### config.mk
export PLATFORM = sky130hd
export DESIGN_NAME = pipeline_hazard_ctrl_flat
export DESIGN_NICKNAME = d
export VERILOG_FILES = /design/src/rtl/pipeline_hazard_ctrl_pkg.sv /design/src/rtl/pipeline_hazard_ctrl_if.sv /design/src/rtl/pipeline_hazard_ctrl_load_use_detector.sv /design/src/rtl/pipeline_hazard_ctrl.sv /design/src/flat_wrapper.sv
export SDC_FILE = /design/constraint.sdc
export NUM_CORES = 1
export LEC_CHECK = 0
export BUFFER_PORTS_ARGS = -buffer_cell sky130_fd_sc_hd__buf_4
export CAP_MARGIN = 20
export CORE_UTILIZATION = 48
export DETAILED_ROUTE_END_ITERATION = 10
export GPL_TIMING_DRIVEN = 0
export PLACE_DENSITY = 0.76
export SETUP_SLACK_MARGIN = 0.15
export SYNTH_ARGS = -nofsm -noshare
export SYNTH_HDL_FRONTEND = slang
export SYNTH_SLANG_ARGS = --single-unit
### constraint.sdc
create_clock -name CLK -period 2.7 [get_ports CLK]
set_input_delay 0.54 -clock CLK [delete_from_list [all_inputs] [get_ports CLK]]
set_output_delay 0.54 -clock CLK [all_outputs]
set_load 0.01 [all_outputs]
### src/rtl/pipeline_hazard_ctrl_pkg.sv
// Shared types for the pipeline hazard controller: FSM states, the hazard event
// priority list and the counter-width default.
package pipeline_hazard_ctrl_pkg;

    typedef enum logic {
        RUN     = 1'b0,
        MD_WAIT = 1'b1
    } md_state_t;

    // Listed highest priority first; EV_NONE means default controls.
    typedef enum logic [2:0] {
        EV_NONE     = 3'd0,
        EV_RESET    = 3'd1,
        EV_DMEM     = 3'd2,
        EV_MULDIV   = 3'd3,
        EV_BRANCH   = 3'd4,
        EV_LOAD_USE = 3'd5,
        EV_IMEM     = 3'd6
    } hazard_ev_t;

    localparam int CNT_W_DEFAULT = 32;

endpackage

### src/rtl/pipeline_hazard_ctrl_if.sv
// Hazard inputs from the pipeline and stall/flush controls back to its registers.
// The master side is the pipeline datapath; the slave side is the hazard controller.
interface pipeline_hazard_ctrl_if #(
    parameter int CNT_W = 32
);
    logic [4:0]       ID_RS1_ADDR;
    logic [4:0]       ID_RS2_ADDR;
    logic             ID_RS1_USED;
    logic             ID_RS2_USED;
    logic [4:0]       EX_RD_ADDR;
    logic             EX_MEM_READ;
    logic             EX_BRANCH_TAKEN;
    logic             EX_MULDIV_START;
    logic             IMEM_BUSYWAIT;
    logic             DMEM_BUSYWAIT;

    logic             PC_EN;
    logic             IF_ID_EN;
    logic             IF_ID_FLUSH;
    logic             ID_EX_EN;
    logic             ID_EX_FLUSH;
    logic             EX_MEM_EN;
    logic             EX_MEM_FLUSH;
    logic             MEM_WB_FLUSH;
    logic [CNT_W-1:0] STALL_CYCLES;
    logic [CNT_W-1:0] FLUSH_COUNT;
    logic             ERROR;

    modport master (
        output ID_RS1_ADDR, ID_RS2_ADDR, ID_RS1_USED, ID_RS2_USED, EX_RD_ADDR,
               EX_MEM_READ, EX_BRANCH_TAKEN, EX_MULDIV_START, IMEM_BUSYWAIT, DMEM_BUSYWAIT,
        input  PC_EN, IF_ID_EN, IF_ID_FLUSH, ID_EX_EN, ID_EX_FLUSH, EX_MEM_EN,
               EX_MEM_FLUSH, MEM_WB_FLUSH, STALL_CYCLES, FLUSH_COUNT, ERROR
    );

    modport slave (
        input  ID_RS1_ADDR, ID_RS2_ADDR, ID_RS1_USED, ID_RS2_USED, EX_RD_ADDR,
               EX_MEM_READ, EX_BRANCH_TAKEN, EX_MULDIV_START, IMEM_BUSYWAIT, DMEM_BUSYWAIT,
        output PC_EN, IF_ID_EN, IF_ID_FLUSH, ID_EX_EN, ID_EX_FLUSH, EX_MEM_EN,
               EX_MEM_FLUSH, MEM_WB_FLUSH, STALL_CYCLES, FLUSH_COUNT, ERROR
    );

endinterface

### src/rtl/pipeline_hazard_ctrl_load_use_detector.sv
// Flags a load in EX whose destination is read by the instruction in ID.
// x0 never creates a dependency since it is hard-wired to zero.
module load_use_detector (
    input  logic [4:0] rs1_addr,
    input  logic [4:0] rs2_addr,
    input  logic       rs1_used,
    input  logic       rs2_used,
    input  logic [4:0] rd_addr,
    input  logic       mem_read,
    output logic       hazard
);
    logic rs1_hit;
    logic rs2_hit;

    assign rs1_hit = rs1_used && (rs1_addr == rd_addr);
    assign rs2_hit = rs2_used && (rs2_addr == rd_addr);
    assign hazard  = mem_read && (rd_addr != 5'd0) && (rs1_hit || rs2_hit);

endmodule

### src/rtl/pipeline_hazard_ctrl.sv
// Stall/flush sequencer for the 5-stage pipeline: prioritised hazard resolution,
// MUL/DIV occupancy FSM, saturating performance counters and a sticky DMEM timeout.
module pipeline_hazard_ctrl
    import pipeline_hazard_ctrl_pkg::*;
#(
    parameter int MULDIV_LATENCY = 4,
    parameter int BUSY_TIMEOUT   = 255,
    parameter int CNT_W          = CNT_W_DEFAULT
) (
    input  logic                  CLK,
    input  logic                  RESET,
    pipeline_hazard_ctrl_if.slave bus,
    output md_state_t             state_dbg,
    output hazard_ev_t            event_dbg
);
    localparam int MD_W   = (MULDIV_LATENCY > 2) ? $clog2(MULDIV_LATENCY - 1) : 1;
    localparam int BUSY_W = $clog2(BUSY_TIMEOUT + 1);
    localparam logic [MD_W-1:0]   MD_INIT  = MD_W'((MULDIV_LATENCY > 1) ? MULDIV_LATENCY - 2 : 0);
    localparam logic [BUSY_W-1:0] BUSY_MAX = BUSY_W'(BUSY_TIMEOUT);

    md_state_t          state, state_next;
    logic [MD_W-1:0]    md_cnt, md_cnt_next;
    logic [BUSY_W-1:0]  busy_cnt, busy_cnt_inc;
    logic [CNT_W-1:0]   stall_cnt, flush_cnt;
    logic               error_q;
    hazard_ev_t         ev;
    logic               load_use;
    logic               md_start;
    logic               md_stall;

    load_use_detector u_load_use (
        .rs1_addr (bus.ID_RS1_ADDR),
        .rs2_addr (bus.ID_RS2_ADDR),
        .rs1_used (bus.ID_RS1_USED),
        .rs2_used (bus.ID_RS2_USED),
        .rd_addr  (bus.EX_RD_ADDR),
        .mem_read (bus.EX_MEM_READ),
        .hazard   (load_use)
    );

    // A MUL/DIV entering EX stalls in its first cycle; the release cycle ignores START.
    assign md_start = (state == RUN) && bus.EX_MULDIV_START && (MULDIV_LATENCY > 1);
    assign md_stall = md_start || ((state == MD_WAIT) && (md_cnt != '0));

    always_comb begin
        bus.PC_EN        = 1'b1;
        bus.IF_ID_EN     = 1'b1;
        bus.IF_ID_FLUSH  = 1'b0;
        bus.ID_EX_EN     = 1'b1;
        bus.ID_EX_FLUSH  = 1'b0;
        bus.EX_MEM_EN    = 1'b1;
        bus.EX_MEM_FLUSH = 1'b0;
        bus.MEM_WB_FLUSH = 1'b0;
        state_next       = state;
        md_cnt_next      = md_cnt;
        ev               = EV_NONE;

        if (RESET) begin
            ev               = EV_RESET;
            bus.PC_EN        = 1'b0;
            bus.IF_ID_EN     = 1'b0;
            bus.IF_ID_FLUSH  = 1'b1;
            bus.ID_EX_EN     = 1'b0;
            bus.ID_EX_FLUSH  = 1'b1;
            bus.EX_MEM_EN    = 1'b0;
            bus.EX_MEM_FLUSH = 1'b1;
            bus.MEM_WB_FLUSH = 1'b1;
        end else if (bus.DMEM_BUSYWAIT) begin
            // Everything upstream of MEM freezes, including the FSM and md_cnt.
            ev               = EV_DMEM;
            bus.PC_EN        = 1'b0;
            bus.IF_ID_EN     = 1'b0;
            bus.ID_EX_EN     = 1'b0;
            bus.EX_MEM_EN    = 1'b0;
            bus.MEM_WB_FLUSH = 1'b1;
        end else if (md_stall) begin
            ev               = EV_MULDIV;
            bus.PC_EN        = 1'b0;
            bus.IF_ID_EN     = 1'b0;
            bus.ID_EX_EN     = 1'b0;
            bus.EX_MEM_FLUSH = 1'b1;
            if (md_start) begin
                state_next  = MD_WAIT;
                md_cnt_next = MD_INIT;
            end else begin
                md_cnt_next = md_cnt - 1'b1;
            end
        end else begin
            if (state == MD_WAIT) begin
                state_next = RUN;
            end
            if (bus.EX_BRANCH_TAKEN) begin
                ev              = EV_BRANCH;
                bus.IF_ID_FLUSH = 1'b1;
                bus.ID_EX_FLUSH = 1'b1;
            end else if (load_use) begin
                ev              = EV_LOAD_USE;
                bus.PC_EN       = 1'b0;
                bus.IF_ID_EN    = 1'b0;
                bus.ID_EX_FLUSH = 1'b1;
            end else if (bus.IMEM_BUSYWAIT) begin
                ev              = EV_IMEM;
                bus.PC_EN       = 1'b0;
                bus.IF_ID_FLUSH = 1'b1;
            end
        end
    end

    assign busy_cnt_inc = (busy_cnt == BUSY_MAX) ? busy_cnt : busy_cnt + 1'b1;

    always_ff @(posedge CLK) begin
        if (RESET) begin
            state     <= RUN;
            md_cnt    <= '0;
            busy_cnt  <= '0;
            stall_cnt <= '0;
            flush_cnt <= '0;
            error_q   <= 1'b0;
        end else begin
            state  <= state_next;
            md_cnt <= md_cnt_next;
            if (bus.DMEM_BUSYWAIT) begin
                busy_cnt <= busy_cnt_inc;
                if (busy_cnt_inc == BUSY_MAX) begin
                    error_q <= 1'b1;
                end
            end else begin
                busy_cnt <= '0;
            end
            if (!bus.PC_EN && (stall_cnt != '1)) begin
                stall_cnt <= stall_cnt + 1'b1;
            end
            if ((ev == EV_BRANCH) && (flush_cnt != '1)) begin
                flush_cnt <= flush_cnt + 1'b1;
            end
        end
    end

    assign bus.STALL_CYCLES = stall_cnt;
    assign bus.FLUSH_COUNT  = flush_cnt;
    assign bus.ERROR        = error_q;
    assign state_dbg        = state;
    assign event_dbg        = ev;

endmodule

### src/flat_wrapper.sv
// flat-port wrapper written by rule: the top's interface ports become plain ports
module pipeline_hazard_ctrl_flat import pipeline_hazard_ctrl_pkg::*;
#(
    parameter int MULDIV_LATENCY = 4,
    parameter int BUSY_TIMEOUT   = 255,
    parameter int CNT_W          = CNT_W_DEFAULT
)
  (CLK, RESET, state_dbg, event_dbg, bus_ID_RS1_ADDR, bus_ID_RS2_ADDR, bus_ID_RS1_USED, bus_ID_RS2_USED, bus_EX_RD_ADDR, bus_EX_MEM_READ, bus_EX_BRANCH_TAKEN, bus_EX_MULDIV_START, bus_IMEM_BUSYWAIT, bus_DMEM_BUSYWAIT, bus_PC_EN, bus_IF_ID_EN, bus_IF_ID_FLUSH, bus_ID_EX_EN, bus_ID_EX_FLUSH, bus_EX_MEM_EN, bus_EX_MEM_FLUSH, bus_MEM_WB_FLUSH, bus_STALL_CYCLES, bus_FLUSH_COUNT, bus_ERROR);
  pipeline_hazard_ctrl_if #(.CNT_W(CNT_W)) bus_i ();
  input  logic CLK;
  input  logic RESET;
  output md_state_t state_dbg;
  output hazard_ev_t event_dbg;
  input wire logic [$bits(bus_i.ID_RS1_ADDR)-1:0] bus_ID_RS1_ADDR;
  input wire logic [$bits(bus_i.ID_RS2_ADDR)-1:0] bus_ID_RS2_ADDR;
  input wire logic [$bits(bus_i.ID_RS1_USED)-1:0] bus_ID_RS1_USED;
  input wire logic [$bits(bus_i.ID_RS2_USED)-1:0] bus_ID_RS2_USED;
  input wire logic [$bits(bus_i.EX_RD_ADDR)-1:0] bus_EX_RD_ADDR;
  input wire logic [$bits(bus_i.EX_MEM_READ)-1:0] bus_EX_MEM_READ;
  input wire logic [$bits(bus_i.EX_BRANCH_TAKEN)-1:0] bus_EX_BRANCH_TAKEN;
  input wire logic [$bits(bus_i.EX_MULDIV_START)-1:0] bus_EX_MULDIV_START;
  input wire logic [$bits(bus_i.IMEM_BUSYWAIT)-1:0] bus_IMEM_BUSYWAIT;
  input wire logic [$bits(bus_i.DMEM_BUSYWAIT)-1:0] bus_DMEM_BUSYWAIT;
  output wire logic [$bits(bus_i.PC_EN)-1:0] bus_PC_EN;
  output wire logic [$bits(bus_i.IF_ID_EN)-1:0] bus_IF_ID_EN;
  output wire logic [$bits(bus_i.IF_ID_FLUSH)-1:0] bus_IF_ID_FLUSH;
  output wire logic [$bits(bus_i.ID_EX_EN)-1:0] bus_ID_EX_EN;
  output wire logic [$bits(bus_i.ID_EX_FLUSH)-1:0] bus_ID_EX_FLUSH;
  output wire logic [$bits(bus_i.EX_MEM_EN)-1:0] bus_EX_MEM_EN;
  output wire logic [$bits(bus_i.EX_MEM_FLUSH)-1:0] bus_EX_MEM_FLUSH;
  output wire logic [$bits(bus_i.MEM_WB_FLUSH)-1:0] bus_MEM_WB_FLUSH;
  output wire logic [$bits(bus_i.STALL_CYCLES)-1:0] bus_STALL_CYCLES;
  output wire logic [$bits(bus_i.FLUSH_COUNT)-1:0] bus_FLUSH_COUNT;
  output wire logic [$bits(bus_i.ERROR)-1:0] bus_ERROR;
  assign bus_i.ID_RS1_ADDR = bus_ID_RS1_ADDR;
  assign bus_i.ID_RS2_ADDR = bus_ID_RS2_ADDR;
  assign bus_i.ID_RS1_USED = bus_ID_RS1_USED;
  assign bus_i.ID_RS2_USED = bus_ID_RS2_USED;
  assign bus_i.EX_RD_ADDR = bus_EX_RD_ADDR;
  assign bus_i.EX_MEM_READ = bus_EX_MEM_READ;
  assign bus_i.EX_BRANCH_TAKEN = bus_EX_BRANCH_TAKEN;
  assign bus_i.EX_MULDIV_START = bus_EX_MULDIV_START;
  assign bus_i.IMEM_BUSYWAIT = bus_IMEM_BUSYWAIT;
  assign bus_i.DMEM_BUSYWAIT = bus_DMEM_BUSYWAIT;
  assign bus_PC_EN = bus_i.PC_EN;
  assign bus_IF_ID_EN = bus_i.IF_ID_EN;
  assign bus_IF_ID_FLUSH = bus_i.IF_ID_FLUSH;
  assign bus_ID_EX_EN = bus_i.ID_EX_EN;
  assign bus_ID_EX_FLUSH = bus_i.ID_EX_FLUSH;
  assign bus_EX_MEM_EN = bus_i.EX_MEM_EN;
  assign bus_EX_MEM_FLUSH = bus_i.EX_MEM_FLUSH;
  assign bus_MEM_WB_FLUSH = bus_i.MEM_WB_FLUSH;
  assign bus_STALL_CYCLES = bus_i.STALL_CYCLES;
  assign bus_FLUSH_COUNT = bus_i.FLUSH_COUNT;
  assign bus_ERROR = bus_i.ERROR;
  pipeline_hazard_ctrl #(.MULDIV_LATENCY(MULDIV_LATENCY), .BUSY_TIMEOUT(BUSY_TIMEOUT), .CNT_W(CNT_W)) u_core (.CLK(CLK), .RESET(RESET), .bus(bus_i), .state_dbg(state_dbg), .event_dbg(event_dbg));
endmodule
---- Yosys cells after proc, flatten, opt, wreduce, memory -nomap -nowiden ----
Index checks and enable logic that the tools add are counted.
cells by class
  mux-type cells .......................... 42
  shift-type cells ........................ 0
  add/subtract/negate cells ............... 4
  bitwise logic cells ..................... 2
  order comparisons ....................... 0
  divide/modulo/power cells ............... 0
  equal/unequal tests ..................... 8
  multipliers ............................. 0
  reductions and logical operators ........ 17
operators with widths
  cell                   number
  $add 32x1->32 const B  2
  $ne 32x32->1 const B   2
  $mux 1                 34
  $mux 3                 6
  $eq 8x8->1 const B     2
  $eq 5x5->1             2
  $add 8x1->8 const B    1
  $logic_and 1x1->1      8
  $mux 8                 1
  $reduce_and 2->1       3
  $reduce_bool 5->1      1
  $eq 3x3->1 const B     1
  $logic_or 1x1->1       2
  $mux 2                 1
  $ne 2x1->1 const B     1
  $not 1->1              2
  $reduce_bool 2->1      1
  $reduce_or 2->1        1
  $sub 2x1->2 const B    1
  $logic_not 1->1        1
storage, ports and cells
  latch bits .............................. 0
  ROM bits ................................ 0
  input bits .............................. 24
  memory bits (writable) .................. 0
  logic and storage cells ................. 79
  memories kept ........................... 0
  register bits ........................... 76

---- Longest topological paths before layout ----
Gate-level depths: netlist of run 1.
  depth after elaboration ................. 11
  mapped depth ............................ 9

---- Cells and area by module ----
From an unflattened synthesis of run 1, not the netlist that was laid out.
unflattened totals
  cell total of the unflattened synthesis .. 521
  area, all modules ....................... 4226.6 um^2
modules (own cells, without submodules)
  module                area each (um^2)  seq. area each (um^2)  times used  cells each
  pipeline_hazard_ctrl  4092.7            1521.5                 1           504
  load_use_detector     133.9             0.0                    1           17

---- Worst setup path after synthesis of run 1 ----
Ideal clock, no wire load.
  kind .................................... input-to-output
  from .................................... input port bus_EX_RD_ADDR[1]
  to ...................................... output port bus_PC_EN
  stages on the path ...................... 6
  data arrival time ....................... 2122 ps
  slack ................................... 38 ps
  buffers on the path ..................... 2
  path through ............................ or4_1 > o21ai_0 > nor2_1 > a221oi_2 > clkbuf_1 > buf_2
between the ends
  longest elaborated chain between the ends .. 9
  elaborated cells on any way between the ends .. 13
  those cells by class .................... 2 x eq/ne; 5 x mux; 6 x reduce/logical
ends and longest elaborated chain
  what                                         RTL line                                                                                    RTL
  start, declared                              flat_wrapper.sv:18                                                                          input wire logic [$bits(bus_i.EX_RD_ADDR)-1:0] bus_EX_RD_ADDR;
  $eq 5x5->1, on equally long branches         pipeline_hazard_ctrl_load_use_detector.sv:15, pipeline_hazard_ctrl_load_use_detector.sv:16
  $logic_and 1x1->1, on equally long branches  pipeline_hazard_ctrl_load_use_detector.sv:15, pipeline_hazard_ctrl_load_use_detector.sv:16
  $logic_or 1x1->1                             pipeline_hazard_ctrl_load_use_detector.sv:17                                                assign hazard = mem_read && (rd_addr != 5'd0) && (rs1_hit || rs2_hit);
  $logic_and 1x1->1 (*)                        pipeline_hazard_ctrl_load_use_detector.sv:17
  $mux 1 (*)                                   pipeline_hazard_ctrl.sv:96                                                                  end else if (load_use) begin
  $mux 1 (*)                                   pipeline_hazard_ctrl.sv:92                                                                  if (bus.EX_BRANCH_TAKEN) begin
  $mux 1 (*)                                   pipeline_hazard_ctrl.sv:76                                                                  end else if (md_stall) begin
  $mux 1 (*)                                   pipeline_hazard_ctrl.sv:68                                                                  end else if (bus.DMEM_BUSYWAIT) begin
  $mux 1 (*)                                   pipeline_hazard_ctrl.sv:58                                                                  if (RESET) begin
  end, declared                                flat_wrapper.sv:24                                                                          output wire logic [$bits(bus_i.PC_EN)-1:0] bus_PC_EN;
Every way passes the cells marked *; elsewhere a longest branch is shown, timed or not.

---- Worst setup path in the final report of run 1 ----
  from .................................... input port bus_EX_RD_ADDR[4]
  to ...................................... output port bus_PC_EN
The elaborated chain is that of the path after synthesis.

==> results.yml, run 1 <==
detailed_routing:
  vias: 4310
  drc: 0
  drt_iter0_markers: 205
  finalWirelength_mm: 11.5
  drtAntennaViolNets: 0
  vias_per_cell: 5.91
  wl_per_cell_um: 15.7
  dr.pass1.iters: 5
worst_setup_path:
  cp-endpoint: "bus_PC_EN"
  r2r_end: "u_core.bus.STALL_CYCLES[23]"
  critical_path_class: "in -> out"
  r2r-start: "u_core.bus.STALL_CYCLES[12]"
  reg2reg_depth: 7
  critPathRequiredTime_ns: 2.16
  worstPathMaxFanout: 2
  endpoint_kind: "output pin"
  r2r_slack_ns: 0.18
  critPathLaunchType: "primary input"
  cp-startpoint: "bus_EX_RD_ADDR[4]"
  cp.arrival_ns: 2.09
layout:
  finalNetCount: 647
  fin_cells: 729
  final_common_cell: "buf_4"
  antennaDiodeCount: 0
  postLayoutCoreUtil: 0.652
  layout-drive-gt1-share: 0.268
  area_growth_pct: 31.9
  final_cell_mix: "buf_4 (102), dfxtp_1 (69), nor2_1 (54)"
  fin_area_mm2: 0.00536
yosys:
  synth_fp_nets: 531
  yosysSeqAreaShare: 0.374
  ys_types: 45
  netlist_area_mm2: 0.00407
  syn_area_per_cell_um2: 8.08
  synth_edf_count: 0
  yosysWarningCount: 0
  synthArstFlopShare: 0
  syn_inst: 503
  ys_seq_elements: 76
  ys.flop_type: "dfxtp_1"
floorplanning:
  row_count: 33
  die_h_um: 94.0
  core-area_mm2: 0.00822
  die_w_um: 94.0
  start_util: 0.495
  pin_count: 101
  die-area_mm2: 0.00884
timing:
  setup_tns_ns: 0
  setup_slack_ns: 0.0681
  relSlewSlack: 0.502
  setup_viol: 0
  slew_violations: 0
  rsz0062_at_grt: "yes"
  fin_crit_sh: 0.975
  period_needed_ns: 2.63
  worst_slew_pin_slew_ns: 0.741
  fin_skew_ns: 0.00805
  finalHoldViolCount: 0
  max_clock_freq_ghz: 0.380
pwr:
  peakVddDrop_v: 0.000258
  power.density_mw_per_mm2: 448
  p_leak_nw: 2.01
place:
  dpl_cell_area_mm2: 0.00494
  gp_congestion: 0.864
  dp.cells: 707
  hpwlAfterDp_mm: 8.04
  portBuffers: 99
  place_ws_ns: -0.492
global_routing:
  grt_max_degree: 14
  grt_pass1_wl_mm: 18.4
  grt_util_all_layers: 0.262
  overflow: 0
  antenna_found_initial: 0
  grt_pass1_vias: 3845
run_status:
  outcome: "completed"
run:
  cap_violations: 0
clocking:
  cts_buffers: 9
  clkSinkCount: 76
  holdBufCountCts: 0
  cts_tree: "built"
  cts_buffer_depth: 2
  clkSlewWorstSetupHoldPaths_ns: 0.08
  cts.root.buffer_cell: "clkbuf_8"
  cts_max_level: 3
  clock_latency_ns: 0.35
min_path:
  holdPathStages: 2
  min_path_type: "reg -> reg"
per-stage QoR:
stage	total power, mW	hold slack, ns
floorplan	1.27	0.476
global placement	1.35	0.479
detailed placement	1.36	0.487
CTS	2.40	0.502
global route	2.48	0.542
finish	2.40	0.502
cells in the mapped netlist, types with 3 or more instances:
library cell / number / share of area
or4_1: 24 / 0.044
or3_1: 22 / 0.034
xnor2_1: 25 / 0.054
o31ai_1: 15 / 0.028
and4_1: 6 / 0.013
nor2_1: 56 / 0.052
nor2b_1: 5 / 0.0077
ha_1: 4 / 0.012
nand2_1: 27 / 0.025
nor4_1: 4 / 0.0062
mux2_2: 3 / 0.0083
a21o_1: 6 / 0.011
nand3_1: 34 / 0.042
xor2_1: 15 / 0.032
nor3_1: 14 / 0.017
inv_1: 11 / 0.010
a21oi_1: 37 / 0.046
buf_2: 9 / 0.011
clkbuf_1: 14 / 0.013
or2_2: 4 / 0.0062
o21ai_0: 23 / 0.028
and2_1: 4 / 0.0062
nor3b_1: 3 / 0.0055
nand2b_1: 4 / 0.0062
mux2i_1: 4 / 0.0098
nand4_1: 19 / 0.029
dfxtp_1: 76 / 0.37
and3_1: 8 / 0.012
worst max-delay path, cell delays in order:
cell	delay, ns
buf_8	0.09
or4_4	0.54
o21ai_4	0.16
nor2_2	0.07
a221oi_4	0.29
clkbuf_8	0.20
buf_8	0.10
buf_6	0.09
worst min-delay path by stage:
stage	startpoint	end	slack, ns
detailed placement	u_core.bus.STALL_CYCLES[27]	u_core.bus.STALL_CYCLES[27]	0.49
global placement	u_core.bus.STALL_CYCLES[10]	u_core.bus.STALL_CYCLES[10]	0.48
floorplan	u_core.md_cnt[0]	u_core.md_cnt[0]	0.48
global route	u_core.bus.STALL_CYCLES[3]	u_core.bus.STALL_CYCLES[3]	0.54
CTS	u_core.bus.STALL_CYCLES[27]	u_core.bus.STALL_CYCLES[27]	0.50
finish	u_core.md_cnt[1]	u_core.md_cnt[1]	0.50
sequential cells by signal (all words and copies together), names as in the netlist:
signal,cells
u_core.bus.FLUSH_COUNT,32
u_core.bus.STALL_CYCLES,32
u_core.busy_cnt,8
u_core.md_cnt,2
u_core.bus.ERROR,1
u_core.state_dbg,1
per-layer routing:
| metal | vias to the layer above | GRT usage | part of all wire |
|---|---|---|---|
| met5 | - | 0 | 0 |
| met4 | 0 | 0.0936 | 0.016 |
| met3 | 21 | 0.0494 | 0.067 |
| met2 | 163 | 0.428 | 0.47 |
| met1 | 2055 | 0.344 | 0.44 |
| li1 | 2071 | - | - |
where the power goes:
group	total [mW]	switching (mW)	leakage, nW	internal [mW]
clock	1.05	0.442	0.115	0.611
combinational	0.208	0.114	1.28	0.0946
sequential	1.14	0.0121	0.617	1.13
total	2.40	0.568	2.01	1.83
logic make-up (layout without fill, tap and decap cells):
logic type,Yosys count,after routing,share of synthesized area
AND/OR/NAND/NOR,242,242,0.325
AO/OA/AOI/OAI,98,98,0.148
buffers and inverters,36,157,0.0360
multiplexers,7,7,0.0182
flip-flops,76,76,0.374
adder cells (fa/ha/maj),4,4,0.0123
XOR/XNOR,40,40,0.0862
cell type report:
type | instances | area, um^2
fill | 702 | 2860
tap | 105 | 131
buffer | 25 | 131
sequential | 76 | 1530
multi-input combinational | 391 | 2480
clock inverter | 7 | 115
clock buffer | 9 | 124
timing repair buffer | 105 | 803
inverter | 11 | 41.3
repair_timing:
item	4_1_cts	5_1_grt
gates cloned	0	0
resized for setup	17	23
pin swaps	4	4
buffers inserted	4	2
endpoints found under the setup margin	17	51
Note: power is estimated with default switching activity, not from simulation.
==> run 2, diff against run 1 <==
Settings changed: ABC_AREA set to 1, CORE_UTILIZATION 48 to 50, PLACE_DENSITY 0.76 to 0.77.
Clock period 2.7 ns to 2.2 ns, I/O delays scaled along.
==> results.yml, run 2 <==
run_status:
  outcome: "complete, but fails checks"
  violations: "design-rule violations"
min_path:
  min_path_type: "in -> reg"
  holdPathStages: 4
global_routing:
  grt_pass1_vias: 4656
  grt_pass1_wl_mm: 21.9
  antenna_found_initial: 0
  grt_util_all_layers: 0.279
  grt_max_degree: 15
  overflow: 0
layout:
  layout-drive-gt1-share: 0.231
  area_growth_pct: 30.2
  postLayoutCoreUtil: 0.680
  final_common_cell: "nand2_1"
  finalNetCount: 880
  final_cell_mix: "nand2_1 (191), buf_4 (117), nor2_1 (85)"
  multiInputGateArea_mm2: 0.00280
  antennaDiodeCount: 0
  fill_cells: 774
  fin_cells: 965
  seqCellArea_mm2: 0.00153
timing:
  fin_crit_sh: 0.937
  finalHoldViolCount: 0
  setup_viol: 0
  rsz0062_at_grt: "yes"
  fin_skew_ns: 0.0138
  slew_violations: 0
  max_clock_freq_ghz: 0.485
  period_needed_ns: 2.06
  worst_slew_pin_slew_ns: 0.492
  setup_tns_ns: 0
  relSlewSlack: 0.672
detailed_routing:
  vias_per_cell: 5.36
  drc: 7
  wl_per_cell_um: 13.8
  drt-met1-wl_mm: 5.95
  vias: 5173
  dr.max_layer_used: "met4"
  dr_wl_met3_um: 899
  finalWirelength_mm: 13.3
  dr.pass1.iters: 7
  route.met2.wl_mm: 6.31
  drtAntennaViolNets: 0
  drt_iter0_markers: 295
floorplanning:
  core-area_mm2: 0.00885
  start_util: 0.522
  die_h_um: 98.1
  die-area_mm2: 0.00962
  pin_count: 101
  row_count: 34
  die_w_um: 98.1
worst_setup_path:
  worstPathMaxFanout: 3
  critical_path_class: "reg -> out"
  endpoint_kind: "output pin"
  critPathRequiredTime_ns: 1.76
  r2r_slack_ns: 0.27
  cp.arrival_ns: 1.62
  critPathLaunchType: "register"
  reg2reg_depth: 13
pwr:
  power.density_mw_per_mm2: 508
  peakVddDrop_v: 0.000337
  p_leak_nw: 2.60
place:
  hpwlAfterDp_mm: 9.86
  portBuffers: 100
  gp_congestion: 0.964
  dp.cells: 933
clocking:
  clkSlewWorstSetupHoldPaths_ns: 0.08
  cts_tree: "built"
  cts.root.buffer_cell: "clkbuf_8"
  cts_buffer_depth: 2
  clkSinkCount: 76
  cts_buffers: 9
  clock_latency_ns: 0.37
  holdBufCountCts: 0
  cts_max_level: 3
yosys:
  yosysWarningCount: 0
  synthArstFlopShare: 0
  syn_area_per_cell_um2: 6.37
  synth_fp_nets: 753
  ys.flop_type: "dfxtp_1"
  ys_seq_elements: 76
  synth_top_area_share: 0.329
  netlist_area_mm2: 0.00462
  synth_edf_count: 0
  yosysSeqAreaShare: 0.329
  syn_inst: 725
  synth_area_leaders: "dfxtp_1 (33%), nand2_1 (16%), nor2_1 (7.3%)"
  synthTopCellsByCount: "nand2_1 (197), nor2_1 (90), inv_1 (77), dfxtp_1 (76)"
  ys_types: 34
  synth_most_common_cell: "nand2_1"
  yosysTopAreaCell: "dfxtp_1"
run:
  cap_violations: 0
## run 2: cell type report
type                       count  area share
tap                          108      0.0225
clock inverter                 7      0.0202
multi-input combinational    550       0.465
timing repair buffer         116       0.145
sequential                    76       0.255
inverter                      79      0.0493
buffer                        20      0.0223
clock buffer                   9      0.0206
## run 2: kinds of logic (layout without fill, tap and decap cells)
group | after synthesis | in the layout | synth area share
compound gates | 90 | 90 | 0.104
xor+xnor | 38 | 38 | 0.0721
fa+ha+maj | 4 | 4 | 0.0108
buf+inv | 99 | 231 | 0.0897
flops | 76 | 76 | 0.329
simple gates | 418 | 418 | 0.394
## run 2: timing repair
| action | 4_1_cts | 5_1_grt |
|---|---|---|
| gates resized for setup | 27 | 27 |
| setup buffers | 4 | 12 |
| hold endpoints to repair | 0 | 0 |
| pin swaps | 5 | 12 |
| endpoints found under the setup margin | 39 | 57 |
## run 2: report_power, final
group | total (mW) | leakage, nW | switching [mW] | internal, mW
logic | 0.306 | 1.86 | 0.168 | 0.138
registers | 1.40 | 0.617 | 0.0145 | 1.39
clock network | 1.35 | 0.124 | 0.584 | 0.762
## run 2: per-layer routing
layer,global-route usage,up-vias
met5,0,-
met1,0.364,2367
met2,0.461,180
met3,0.0716,17
met4,0.0676,0
li1,-,2609
## run 2: stage by stage
stage | instance area [um^2] | hold slack (ns) | power, mW | setup slack, ns
6_report | 6010 | 0.395 | 3.06 | 0.139
5_1_grt | 6010 | 0.415 | 3.16 | 0.0603
4_1_cts | 5860 | 0.398 | 3.04 | 0.136
3_5_place_dp | 5500 | 0.460 | 1.69 | -0.0318
3_3_place_gp | 5500 | 0.447 | 1.68 | 0.0128
2_1_floorplan | 4620 | 0.433 | 1.57 | 0.252
## run 2: worst paths after layout
kind,endpoint,startpoint
max,event_dbg[1],u_core.md_cnt[0]
min reg2reg,u_core.bus.FLUSH_COUNT[0],u_core.bus.FLUSH_COUNT[0]
max reg2reg,u_core.bus.FLUSH_COUNT[11],u_core.bus.FLUSH_COUNT[6]
min,u_core.busy_cnt[7],RESET
## run 2: worst max-delay path, stage by stage, from the launching register on
cell     delay, ns
dfxtp_2       0.33
inv_2         0.05
ha_4          0.16
o21ai_4       0.15
nor2_2        0.07
nor2_2        0.14
a31oi_2       0.07
a21oi_1       0.15
buf_4         0.14
